### src/rtl/serial_lookahead_addsub_pkg.sv
// Shared types and helpers for the serial lookahead add/subtract unit.
// Imported by the slice, the top level and the bench.
package serial_lookahead_addsub_pkg;

    typedef enum logic [1:0] {
        IDLE = 2'd0,
        RUN  = 2'd1,
        DONE = 2'd2
    } state_t;

    localparam logic MODE_SUB = 1'b0;
    localparam logic MODE_ADD = 1'b1;

    // Guarded so a bad CHUNK reaches the elaboration error, not a divide by zero
    function automatic int nchunk(input int width, input int chunk);
        return (chunk < 1) ? 1 : width / chunk;
    endfunction

endpackage

### src/rtl/serial_lookahead_addsub_if.sv
// Request/result bundle of the serial lookahead add/subtract unit.
// The master drives the operands and start; the slave returns status and results.
interface serial_lookahead_addsub_if #(
    parameter int WIDTH = 16
) ();

    logic             start;
    logic             mode;
    logic [WIDTH-1:0] X;
    logic [WIDTH-1:0] Y;
    logic             Bin;
    logic             busy;
    logic             done;
    logic [WIDTH-1:0] Diff;
    logic             Bout;
    logic             Ovf;
    logic             Zero;

    modport master (
        output start, mode, X, Y, Bin,
        input  busy, done, Diff, Bout, Ovf, Zero
    );

    modport slave (
        input  start, mode, X, Y, Bin,
        output busy, done, Diff, Bout, Ovf, Zero
    );

endinterface

### src/rtl/serial_lookahead_addsub_lookahead_slice.sv
// Combinational CHUNK-bit borrow/carry lookahead slice.
// Every internal borrow is a flat sum of products of g, p and bin.
module lookahead_slice
    import serial_lookahead_addsub_pkg::*;
#(
    parameter int CHUNK = 4
) (
    input  logic [CHUNK-1:0] x,
    input  logic [CHUNK-1:0] y,
    input  logic             bin,
    input  logic             mode,
    output logic [CHUNK-1:0] d,
    output logic             bout
);

    logic [CHUNK-1:0] t;
    logic [CHUNK-1:0] g;
    logic [CHUNK-1:0] p;
    logic [CHUNK:0]   b;
    logic             term;

    assign t = x ^ y;
    assign g = (mode == MODE_SUB) ? (~x & y) : (x & y);
    assign p = (mode == MODE_SUB) ? ~t : t;

    // b[i] = g[i-1] | p[i-1]g[i-2] | ... | p[i-1..0]bin
    always_comb begin
        b    = '0;
        term = 1'b0;
        for (int i = 0; i <= CHUNK; i++) begin
            term = bin;
            for (int j = 0; j < i; j++) term = term & p[j];
            b[i] = term;
            for (int j = 0; j < i; j++) begin
                term = g[j];
                for (int k = j + 1; k < i; k++) term = term & p[k];
                b[i] = b[i] | term;
            end
        end
    end

    assign d    = t ^ b[CHUNK-1:0];
    assign bout = b[CHUNK];

endmodule

### src/rtl/serial_lookahead_addsub.sv
// Multi-cycle add/subtract: CHUNK bits per cycle through a lookahead slice,
// borrow registered between chunks, results published only on completion.
module serial_lookahead_addsub
    import serial_lookahead_addsub_pkg::*;
#(
    parameter int WIDTH = 16,
    parameter int CHUNK = 4
) (
    input logic                   clk,
    input logic                   rst_n,
    serial_lookahead_addsub_if.slave bus
);

    localparam int NCHUNK = nchunk(WIDTH, CHUNK);
    localparam int KW     = (NCHUNK > 1) ? $clog2(NCHUNK) : 1;

    if (CHUNK < 1) begin : g_bad_chunk
        $error("serial_lookahead_addsub: CHUNK must be >= 1");
    end else if (WIDTH % CHUNK != 0) begin : g_bad_width
        $error("serial_lookahead_addsub: WIDTH must be a multiple of CHUNK");
    end

    state_t           state_q, state_d;
    logic [KW-1:0]    k_q, k_d;
    logic [WIDTH-1:0] xs_q, xs_d;
    logic [WIDTH-1:0] ys_q, ys_d;
    logic [WIDTH-1:0] res_q, res_d;
    logic             mode_q, mode_d;
    logic             b_q, b_d;
    logic [WIDTH-1:0] diff_q, diff_d;
    logic             bout_q, bout_d;
    logic             ovf_q, ovf_d;
    logic             zero_q, zero_d;

    logic [CHUNK-1:0] sd;
    logic             sb;
    logic [WIDTH-1:0] res_nx;
    logic             last;
    logic             take;
    logic             xm, ym, dm;

    lookahead_slice #(
        .CHUNK(CHUNK)
    ) u_slice (
        .x   (xs_q[CHUNK-1:0]),
        .y   (ys_q[CHUNK-1:0]),
        .bin (b_q),
        .mode(mode_q),
        .d   (sd),
        .bout(sb)
    );

    // Result chunks enter at the top and move down, so chunk 0 ends at the LSBs
    assign res_nx = (res_q >> CHUNK) | (WIDTH'(sd) << (WIDTH - CHUNK));
    assign last   = (k_q == KW'(NCHUNK - 1));
    assign take   = bus.start && (state_q != RUN);
    assign xm     = xs_q[CHUNK-1];
    assign ym     = ys_q[CHUNK-1];
    assign dm     = sd[CHUNK-1];

    always_comb begin
        state_d = state_q;
        k_d     = k_q;
        xs_d    = xs_q;
        ys_d    = ys_q;
        res_d   = res_q;
        mode_d  = mode_q;
        b_d     = b_q;
        diff_d  = diff_q;
        bout_d  = bout_q;
        ovf_d   = ovf_q;
        zero_d  = zero_q;
        unique case (state_q)
            IDLE: state_d = IDLE;
            RUN: begin
                xs_d  = xs_q >> CHUNK;
                ys_d  = ys_q >> CHUNK;
                res_d = res_nx;
                b_d   = sb;
                k_d   = k_q + KW'(1);
                if (last) begin
                    state_d = DONE;
                    diff_d  = res_nx;
                    bout_d  = sb;
                    zero_d  = (res_nx == '0);
                    ovf_d   = (mode_q == MODE_ADD) ? ((xm == ym) && (dm != xm))
                                                   : ((xm != ym) && (dm != xm));
                end
            end
            DONE:    state_d = IDLE;
            default: state_d = IDLE;
        endcase
        if (take) begin
            state_d = RUN;
            k_d     = '0;
            xs_d    = bus.X;
            ys_d    = bus.Y;
            mode_d  = bus.mode;
            b_d     = bus.Bin;
        end
    end

    always_ff @(posedge clk or negedge rst_n) begin
        if (!rst_n) begin
            state_q <= IDLE;
            k_q     <= '0;
            xs_q    <= '0;
            ys_q    <= '0;
            res_q   <= '0;
            mode_q  <= 1'b0;
            b_q     <= 1'b0;
            diff_q  <= '0;
            bout_q  <= 1'b0;
            ovf_q   <= 1'b0;
            zero_q  <= 1'b0;
        end else begin
            state_q <= state_d;
            k_q     <= k_d;
            xs_q    <= xs_d;
            ys_q    <= ys_d;
            res_q   <= res_d;
            mode_q  <= mode_d;
            b_q     <= b_d;
            diff_q  <= diff_d;
            bout_q  <= bout_d;
            ovf_q   <= ovf_d;
            zero_q  <= zero_d;
        end
    end

    assign bus.busy = (state_q == RUN);
    assign bus.done = (state_q == DONE);
    assign bus.Diff = diff_q;
    assign bus.Bout = bout_q;
    assign bus.Ovf  = ovf_q;
    assign bus.Zero = zero_q;

endmodule

### src/flat_wrapper.sv
// flat-port wrapper written by rule: the top's interface ports become plain ports
module serial_lookahead_addsub_flat import serial_lookahead_addsub_pkg::*;
#(
    parameter int WIDTH = 16,
    parameter int CHUNK = 4
)
  (clk, rst_n, bus_start, bus_mode, bus_X, bus_Y, bus_Bin, bus_busy, bus_done, bus_Diff, bus_Bout, bus_Ovf, bus_Zero);
  serial_lookahead_addsub_if #(.WIDTH(WIDTH)) bus_i ();
  input logic clk;
  input logic rst_n;
  input wire logic [$bits(bus_i.start)-1:0] bus_start;
  input wire logic [$bits(bus_i.mode)-1:0] bus_mode;
  input wire logic [$bits(bus_i.X)-1:0] bus_X;
  input wire logic [$bits(bus_i.Y)-1:0] bus_Y;
  input wire logic [$bits(bus_i.Bin)-1:0] bus_Bin;
  output wire logic [$bits(bus_i.busy)-1:0] bus_busy;
  output wire logic [$bits(bus_i.done)-1:0] bus_done;
  output wire logic [$bits(bus_i.Diff)-1:0] bus_Diff;
  output wire logic [$bits(bus_i.Bout)-1:0] bus_Bout;
  output wire logic [$bits(bus_i.Ovf)-1:0] bus_Ovf;
  output wire logic [$bits(bus_i.Zero)-1:0] bus_Zero;
  assign bus_i.start = bus_start;
  assign bus_i.mode = bus_mode;
  assign bus_i.X = bus_X;
  assign bus_i.Y = bus_Y;
  assign bus_i.Bin = bus_Bin;
  assign bus_busy = bus_i.busy;
  assign bus_done = bus_i.done;
  assign bus_Diff = bus_i.Diff;
  assign bus_Bout = bus_i.Bout;
  assign bus_Ovf = bus_i.Ovf;
  assign bus_Zero = bus_i.Zero;
  serial_lookahead_addsub #(.WIDTH(WIDTH), .CHUNK(CHUNK)) u_core (.clk(clk), .rst_n(rst_n), .bus(bus_i));
endmodule
### config.mk
export PLATFORM = sky130hd
export DESIGN_NAME = serial_lookahead_addsub_flat
export DESIGN_NICKNAME = d
export VERILOG_FILES = /design/src/rtl/serial_lookahead_addsub_pkg.sv /design/src/rtl/serial_lookahead_addsub_if.sv /design/src/rtl/serial_lookahead_addsub_lookahead_slice.sv /design/src/rtl/serial_lookahead_addsub.sv /design/src/flat_wrapper.sv
export SDC_FILE = /design/constraint.sdc
export NUM_CORES = 1
export LEC_CHECK = 0
export CAP_MARGIN = 30
export CORE_UTILIZATION = 40
export CTS_BUF_LIST = sky130_fd_sc_hd__clkbuf_4
export DETAILED_ROUTE_END_ITERATION = 16
export GPL_ROUTABILITY_DRIVEN = 0
export PLACE_DENSITY_LB_ADDON = 0.25
export SETUP_SLACK_MARGIN = 0.5
export SYNTH_ARGS = -nofsm -noshare
export SYNTH_HDL_FRONTEND = slang
export SYNTH_SLANG_ARGS = --single-unit
### constraint.sdc
create_clock -name clk -period 1.5 [get_ports clk]
set_input_delay 0.3 -clock clk [delete_from_list [all_inputs] [get_ports clk]]
set_output_delay 0.3 -clock clk [all_outputs]
set_load 0.03 [all_outputs]
## After elaboration in Yosys (flattened, before gate mapping)

Index checks and enable logic that the tools add are counted.

- Bits of input ports: 37
- Output and inout port bits: 21
- Bits in registers: 73
- Word-level logic and storage cells: 67

- Bitwise operators: 27
- Equality and inequality tests: 8
- Mux-type cells: 14
- Add/subtract/negate cells: 1
- Reductions and logical operators: 6

Operators with widths:

| operator | count |
|---|---|
| $mux W16 | 4 |
| $logic_not A16 Y1 | 1 |
| $or A12 B16 Y16 | 1 |
| $and A1 B1 Y1 | 10 |
| $mux W2 | 5 |
| $or A1 B1 Y1 | 10 |
| $and A4 B4 Y4 | 2 |
| $mux W4 | 2 |
| $not A4 Y4 | 2 |
| $xor A4 B4 Y4 | 2 |
| $eq A2 B2 Y1 const B | 2 |
| $logic_and A1 B1 Y1 | 3 |
| $mux W1 | 3 |
| $ne A3 B1 Y1 const B | 1 |
| $add A2 B1 Y2 const B | 1 |
| $eq A2 B1 Y1 const B | 1 |
| $ne A1 B1 Y1 | 2 |
| $ne A2 B1 Y1 const B | 1 |
| $reduce_and A2 Y1 | 1 |
| $reduce_bool A2 Y1 | 1 |
| $eq A1 B1 Y1 | 1 |

## Logic depth before layout (Yosys ltp)

Gate-level depths: netlist of the first run.

- Depth in word-level cells: 13
- Depth in mapped cells: 7
- Gate-level depth less buffers: 7

## Cells and area by module

Synthesis of the first run repeated with hierarchy kept, for this count alone.

- Cells, all modules: 259
- Area, all modules: 3193.1 um^2

By module, submodules not included:

| module | instances | area an instance (um^2) | seq. area each (um^2) | cells each |
|---|---|---|---|---|
| serial_lookahead_addsub | 1 | 2961.6 | 1726.7 | 229 |
| lookahead_slice | 1 | 231.5 | 0.0 | 30 |

## Worst setup path after synthesis of the first run

No wires, ideal clock.

- Path kind: reg-to-output
- Start: reg u_core.state_q[1]
- End: out bus_busy
- Cell stages (with the launch flop): 5
- Setup slack: -139 ps
- Arrival time: 1339 ps
- Path buffers: 2
- Data required time: 1200 ps
- Path through: dfrtp_1 > nand2b_1 > clkinv_1 > clkbuf_1 > clkbuf_1

- Cells in the longest elaborated chain, start to end: 1

Ends and longest elaborated chain:

| element | line | text |
|---|---|---|
| from (decl) | serial_lookahead_addsub.sv:23 | `state_t state_q, state_d;` |
| from (signal assigned) | serial_lookahead_addsub.sv:117 | `state_q <= state_d;` |
| $eq A2 B1 Y1 | serial_lookahead_addsub.sv:131 | `assign bus.busy = (state_q == RUN);` |
| to (decl) | flat_wrapper.sv:16 | `output wire logic [$bits(bus_i.busy)-1:0] bus_busy;` |

No other way between the ends.

## Final worst setup path of the first run

- Start: reg u_core.res_q[6]
- End: reg u_core.zero_q (netlist: u_core.bus.Zero)

- Cells in the longest elaborated chain, start to end: 2

Ends and longest elaborated chain:

| element | line | text |
|---|---|---|
| from (decl) | serial_lookahead_addsub.sv:27 | `logic [WIDTH-1:0] res_q, res_d;` |
| from (signal assigned) | serial_lookahead_addsub.sv:121 | `res_q <= res_d;` |
| $or A12 B16 Y16 | serial_lookahead_addsub.sv:54 | `assign res_nx = (res_q >> CHUNK) \| (WIDTH'(sd) << (WIDTH - CHUNK));` |
| $logic_not A16 Y1 | serial_lookahead_addsub.sv:85 | `zero_d = (res_nx == '0);` |
| to (signal assigned) | serial_lookahead_addsub.sv:127 | `zero_q <= zero_d;` |
| to (decl) | serial_lookahead_addsub.sv:33 | `logic zero_q, zero_d;` |

No other way between the ends.
A chain may end at the register's enable or synchronous reset.

==> out/metrics.csv, run 1 <==
metric,value,unit
number of synthesized register bits,69,
Syn Area/Cell,9.68,um2
core area,7770,um2
Yosys Warn Count,0,
Finished Core Util,74.1,%
Root Buffer,clkbuf_4,
min setup slack post-route,-287,ps
Pwr Density,2450,nW/um2
Critical Path Stages,5,
HPWL after DPL,4930,um
Buffers on Ports,57,
cells along the critical path,or4_4 -> nor2_1 -> and4_1 -> nand4_1 -> o31ai_1,
slew at the pin closest to its max-slew limit,368,ps
I/O Pins,58,
Synth Flop Type,dfrtp_1,
Setup TNS,-1820,ps
number of global-route vias before repair,2989,
"Seq/Total Area, Yosys",53.2,%
std cell rows,32,
ys async rst share,100,%
Worst setup EP type,register,
die width,92.1,um
largest net degree at the start of global routing,42,
clock-pin slew on the worst setup and hold paths,130,ps
share of cells above drive strength 1,53.3,%
max_cap viols,0,
initial antenna violation count,0,
via/cell ratio,5.31,
first-pass GRT wire length,14300,um
Overall Global Routing Usage,22.0,%
setup violators final,32,
initial DRC count,103,
routed via count,3062,
Max Root-Sink Buffers,2,
total grt overflow,0,
die area,8480,um2
Register-to-Register Path Depth,5,
Worst VDD drop,1380,uV
"CP delay by family, top",simple AND/OR/NAND/NOR gates,
failing checks,negative setup slack,
CP startpoint kind,register,
clock period minus worst slack,1790,ps
Leakage,2.80,nW
outcome,finished with violations,
CP Data Arrival Time,2120,ps
worst path bufs/invs,0,
Layout Skew,19.6,ps
CP max-delay cell,or4_4,
Final ANT Viol Nets,0,
H-Tree Depth,3,
synthesized netlist net count,373,
First-pass DRT Iterations,4,
Syn Inst Count,335,
cts bufs inserted,9,
Avg WL per Cell,17.6,um
Area Overhead vs Synth,77.4,%
Tcrit/Tclk final,119,%
final hold violation count,0,
"Slew Viols, Final",0,
post-synthesis cell type count,41,
Final #Nets,508,
Initial Util,41.8,%
Ant. Diodes,0,
CTS tree,done,
"EDFF count, synth",0,
Hold Crit Class,primary input to asynchronous set/reset pin,
Critical Path Max Stage Delay,530,ps
relative slew slack,75.3,%
clk sinks,69,
worst-skew pair later-pin latency,430,ps
f_max,0.560,GHz
Die Ht,92.1,um
Synth Cell Area,3240,um2
WP data required,1830,ps
final wirelength,10200,um
Worst Setup Path Type,register to register,
RSZ-0062 raised after global routing,yes,
Remaining DRCs,0,
crit-path max FO,2,
-- cell usage after synthesis (3+ instances only) --
cell type	number	area, um2
nand2_1	100	375
a21oi_1	3	15.0
o31ai_1	5	37.5
nor2_1	12	45.0
nor2b_1	5	31.3
nand2b_1	4	25.0
a211oi_1	4	30.0
buf_2	7	35.0
o211ai_1	4	30.0
dfrtp_1	69	1730
mux2i_1	32	320
xnor2_1	5	43.8
xor2_1	4	35.0
clkbuf_1	12	45.0
o21ai_0	34	170
a31oi_1	3	18.8
-- per-stage QoR --
step | setup slack [ps] | cell area [um2] | total power, mW | hold slack (ps) | cells
2_1_floorplan | -54.4 | 3410 | 6.52 | 4.41 | 335
3_3_place_gp | -111 | 4150 | 7.87 | 310 | 501
3_5_place_dp | -203 | 4150 | 7.98 | 312 | 501
4_1_cts | -187 | 5240 | 12.3 | 299 | 552
5_1_grt | -364 | 5750 | 14.8 | 382 | 577
6_report | -287 | 5750 | 14.1 | 368 | 577
-- state kept, by name, summed over array words and instances, names as in the netlist --
name             flops
u_core.ys_q         16
u_core.bus.Diff     16
u_core.bus.Zero      1
u_core.bus.Bout      1
u_core.xs_q         16
u_core.state_q       2
u_core.bus.Ovf       1
u_core.b_q           1
u_core.mode_q        1
u_core.res_q        12
u_core.k_q           2
-- repair_timing --
item	in CTS	in global routing
buffers inserted	25	24
hold buffers	1	0
setup endpoints to repair	78	90
hold endpoints to repair	69	0
resized for setup	299	82
pin swaps	54	37
cloned	9	1
-- cell type report --
class,count,area [um2]
Fill cell,472,2010
Multi-Input combinational cell,240,1960
Timing Repair Buffer,148,1740
Sequential cell,69,1730
Tap cell,102,128
Clock inverter,6,86.3
Clock buffer,10,75.1
Inverter,2,32.5
-- cells in the final DEF, fill, tap and decap left out, types with 4 or more instances in the layout --
master           instances
buf_12                  12
buf_16                   9
buf_4                   44
buf_6                   37
buf_8                    8
clkbuf_4                10
clkdlybuf4s50_1         34
dfrtp_1                 63
dfrtp_2                  6
mux2i_1                 32
nand2_1                 31
nand2_2                 37
nand2_4                 31
nor2_4                   9
nor2b_1                  4
o211ai_1                 4
o21ai_1                 11
o21ai_2                 22
o31ai_1                  4
xnor2_1                  5
-- path summary, 6_finish.rpt --
kind                                           end            start  slack [ps]
min in group clk                    u_core.xs_q[7]        bus_start         370
worst min-delay path            u_core.bus.Diff[0]            rst_n         370
max in group asynchronous           u_core.ys_q[1]            rst_n         850
worst max register to register     u_core.bus.Zero  u_core.res_q[6]        -290
worst max-delay path               u_core.bus.Zero  u_core.res_q[6]        -290
worst min register to register       u_core.k_q[0]    u_core.k_q[0]         510
-- report_power, final --
group	total, mW	switching (mW)	internal, mW
Sequential	3.62	0.926	2.69
Clock	1.42	0.721	0.696
Combinational	9.06	4.25	4.82
-- routing by layer --
layer | routed length, um | vias up | global-route usage, %
li1 | - | 1434 | -
met1 | 4060 | 1523 | 25.5
met2 | 5400 | 84 | 39.3
met3 | 451 | 21 | 6.55
met4 | 252 | 0 | 6.12
met5 | 0 | - | 0
-- kinds of logic after synthesis --
| group | count (synthesis) | share of synthesized area (%) |
|---|---|---|
| flops | 69 | 53.2 |
| fa+ha+maj | 2 | 0.733 |
| buf+inv | 26 | 3.86 |
| compound gates | 63 | 12.1 |
| mux | 33 | 10.2 |
| xor+xnor | 10 | 2.93 |
| simple gates | 132 | 16.9 |
-- worst register-to-register path, cell delays in order, from the launching register on --
cell and delay [ps]:
dfrtp_1 410, or4_4 530, nor2_1 150, and4_1 270
nand4_1 110, o31ai_1 210
No activity file was read; power rests on OpenSTA's default activity.
==> run 2: changes to the inputs <==
Settings changed: PLACE_DENSITY set to 0.66, PLACE_DENSITY_LB_ADDON 0.25 to unset.
==> run 2 against run 1 <==
  * The flow still finishes with violations (negative setup slack)
  * Clock skew down 2.5 ps
  * Hold slack worse by 160 ps
  * Critical path depth increased by 1
  * Sequential cell count is the same
  * Setup slack gained 57 ps
  * Global-route usage increased by 0.64 points
  * Sequential share of layout area grew 0.34 points
  * Largest cell class unchanged
  * Largest power group unchanged
  * Highest routed layer unchanged
==> out/metrics.csv, run 2 (synthesized netlist as in run 1, its figures left out) <==
metric,value,unit,change
final hold violation count,0,,unchanged
core area,7770,um2,unchanged
Worst VDD drop,1090,uV,was 1380 uV
std cell rows,32,,unchanged
Final #Nets,507,,was 508
min setup slack post-route,-230,ps,was -287 ps
power after layout,14.1,mW,about the same
Worst setup EP type,register,,unchanged
"most common cell after layout, fill and taps aside",dfrtp_1,,unchanged
initial antenna violation count,0,,unchanged
H-Tree Depth,3,,unchanged
Overall Global Routing Usage,22.7,%,was 22.0%
largest net degree at the start of global routing,41,,was 42
clock-pin slew on the worst setup and hold paths,130,ps,about the same
Pwr Density,2480,nW/um2,was 2450 nW/um2
Ant. Diodes,0,,unchanged
Buffers on Ports,57,,unchanged
"Slew Viols, Final",0,,unchanged
Max Root-Sink Buffers,2,,unchanged
die area,8480,um2,unchanged
f_max,0.578,GHz,was 0.560 GHz
CP startpoint kind,register,,unchanged
first-pass GRT wire length,14800,um,"was 14,300 um"
crit-path max FO,5,,was 2
placed cell area,4120,um2,was 4150 um2
max_cap viols,0,,unchanged
total grt overflow,0,,unchanged
initial DRC count,90,,was 103
Root Buffer,clkbuf_4,,unchanged
relative slew slack,74.5,%,was 75.3%
clock period minus worst slack,1730,ps,was 1790 ps
Leakage,2.72,nW,was 2.80 nW
number of global-route vias before repair,2973,,"was 2,989"
setup violators final,18,,was 32
worst hold slack,203,ps,was 368 ps
Initial Util,41.8,%,unchanged
First-pass DRT Iterations,4,,unchanged
Die Ht,92.1,um,unchanged
Worst Setup Path Type,register to register,,unchanged
slew at the pin closest to its max-slew limit,379,ps,was 368 ps
Tcrit/Tclk final,115,%,was 119%
via/cell ratio,5.25,,was 5.31
clk sinks,69,,unchanged
CP Data Arrival Time,2030,ps,was 2120 ps
routed via count,3022,,"was 3,062"
Finished Core Util,73.2,%,was 74.1%
Hold Crit Class,primary input to register,,was primary input to asynchronous set/reset pin
Final ANT Viol Nets,0,,unchanged
failing checks,negative setup slack,,unchanged
Area Overhead vs Synth,75.4,%,was 77.4%
CTS tree,done,,unchanged
Layout Skew,17.0,ps,was 19.6 ps
I/O Pins,58,,unchanged
die width,92.1,um,unchanged
most frequent cells in the layout,"63 x dfrtp_1, 48 x buf_4, 40 x nand2_1",,"was 63 x dfrtp_1, 44 x buf_4, 37 x nand2_2, 37 x buf_6, 34 x clkdlybuf4s50_1"
WP data required,1800,ps,was 1830 ps
RSZ-0062 raised after global routing,yes,,unchanged
final wirelength,9610,um,"was 10,200 um"
worst-skew pair later-pin latency,440,ps,was 430 ps
Remaining DRCs,0,,unchanged
Avg WL per Cell,16.7,um,was 17.6 um
HPWL after DPL,5090,um,was 4930 um
outcome,finished with violations,,unchanged
Final Cell Area,5690,um2,was 5750 um2
post-place setup slack,-212,ps,was -203 ps
cts bufs inserted,9,,unchanged
share of cells above drive strength 1,52.1,%,was 53.3%
[run 2: worst paths after layout]
kind	from	end	slack (ps)	cells past startpoint
setup reg to reg	u_core.ys_q[1]	u_core.bus.Bout	-230	6
min in group asynchronous	rst_n	u_core.res_q[4]	280	2
hold reg to reg	u_core.ys_q[14]	u_core.ys_q[10]	510	2
max in group asynchronous	rst_n	u_core.xs_q[0]	660	3
hold / removal	bus_start	u_core.state_q[0]	200	3
setup / recovery	u_core.ys_q[1]	u_core.bus.Bout	-230	6
[run 2: final cells by class]
cell class / count / area [um2]
Fill cell: 501 / 2080
Multi-Input combinational cell: 240 / 1950
Sequential cell: 69 / 1730
Timing Repair Buffer: 147 / 1690
Tap cell: 102 / 128
Clock inverter: 6 / 87.6
Clock buffer: 10 / 75.1
Inverter: 2 / 27.5
[run 2: layer usage]
metal | vias to the layer above | global-route usage [%] | part of all wire [%]
met5 | - | 0 | 0
met4 | 0 | 8.98 | 1.9
met3 | 18 | 5.47 | 5.7
met2 | 94 | 38.5 | 52
met1 | 1495 | 27.6 | 40
li1 | 1415 | - | -
[run 2: per-stage QoR]
step / TNS (ps) / instances
CTS: -1410 / 557
global placement: -846 / 502
finish: -1760 / 576
global route: -2920 / 576
floorplan: -154 / 335
detailed placement: -1200 / 502
[run 2: what timing repair did]
item                                   CTS  global route
resized for setup                      283            88
endpoints found under the hold margin   13             0
buffers inserted                        29            18
gates cloned                             9             1
pin swaps                               57            22
hold buffers                             1             0
setup endpoints to repair               90            90
[run 2: worst max-delay path, cell delays in order (launching register included)]
cell	delay, ps
dfrtp_2	450
buf_4	140
nor2b_1	130
o31ai_2	110
a211o_1	350
a22oi_2	270
a31oi_1	140
[run 2: report_power, final]
part           total, mW  switching (mW)  internal (mW)
combinational       9.10            4.19           4.90
clock               1.43           0.736          0.691
sequential          3.58           0.884           2.69
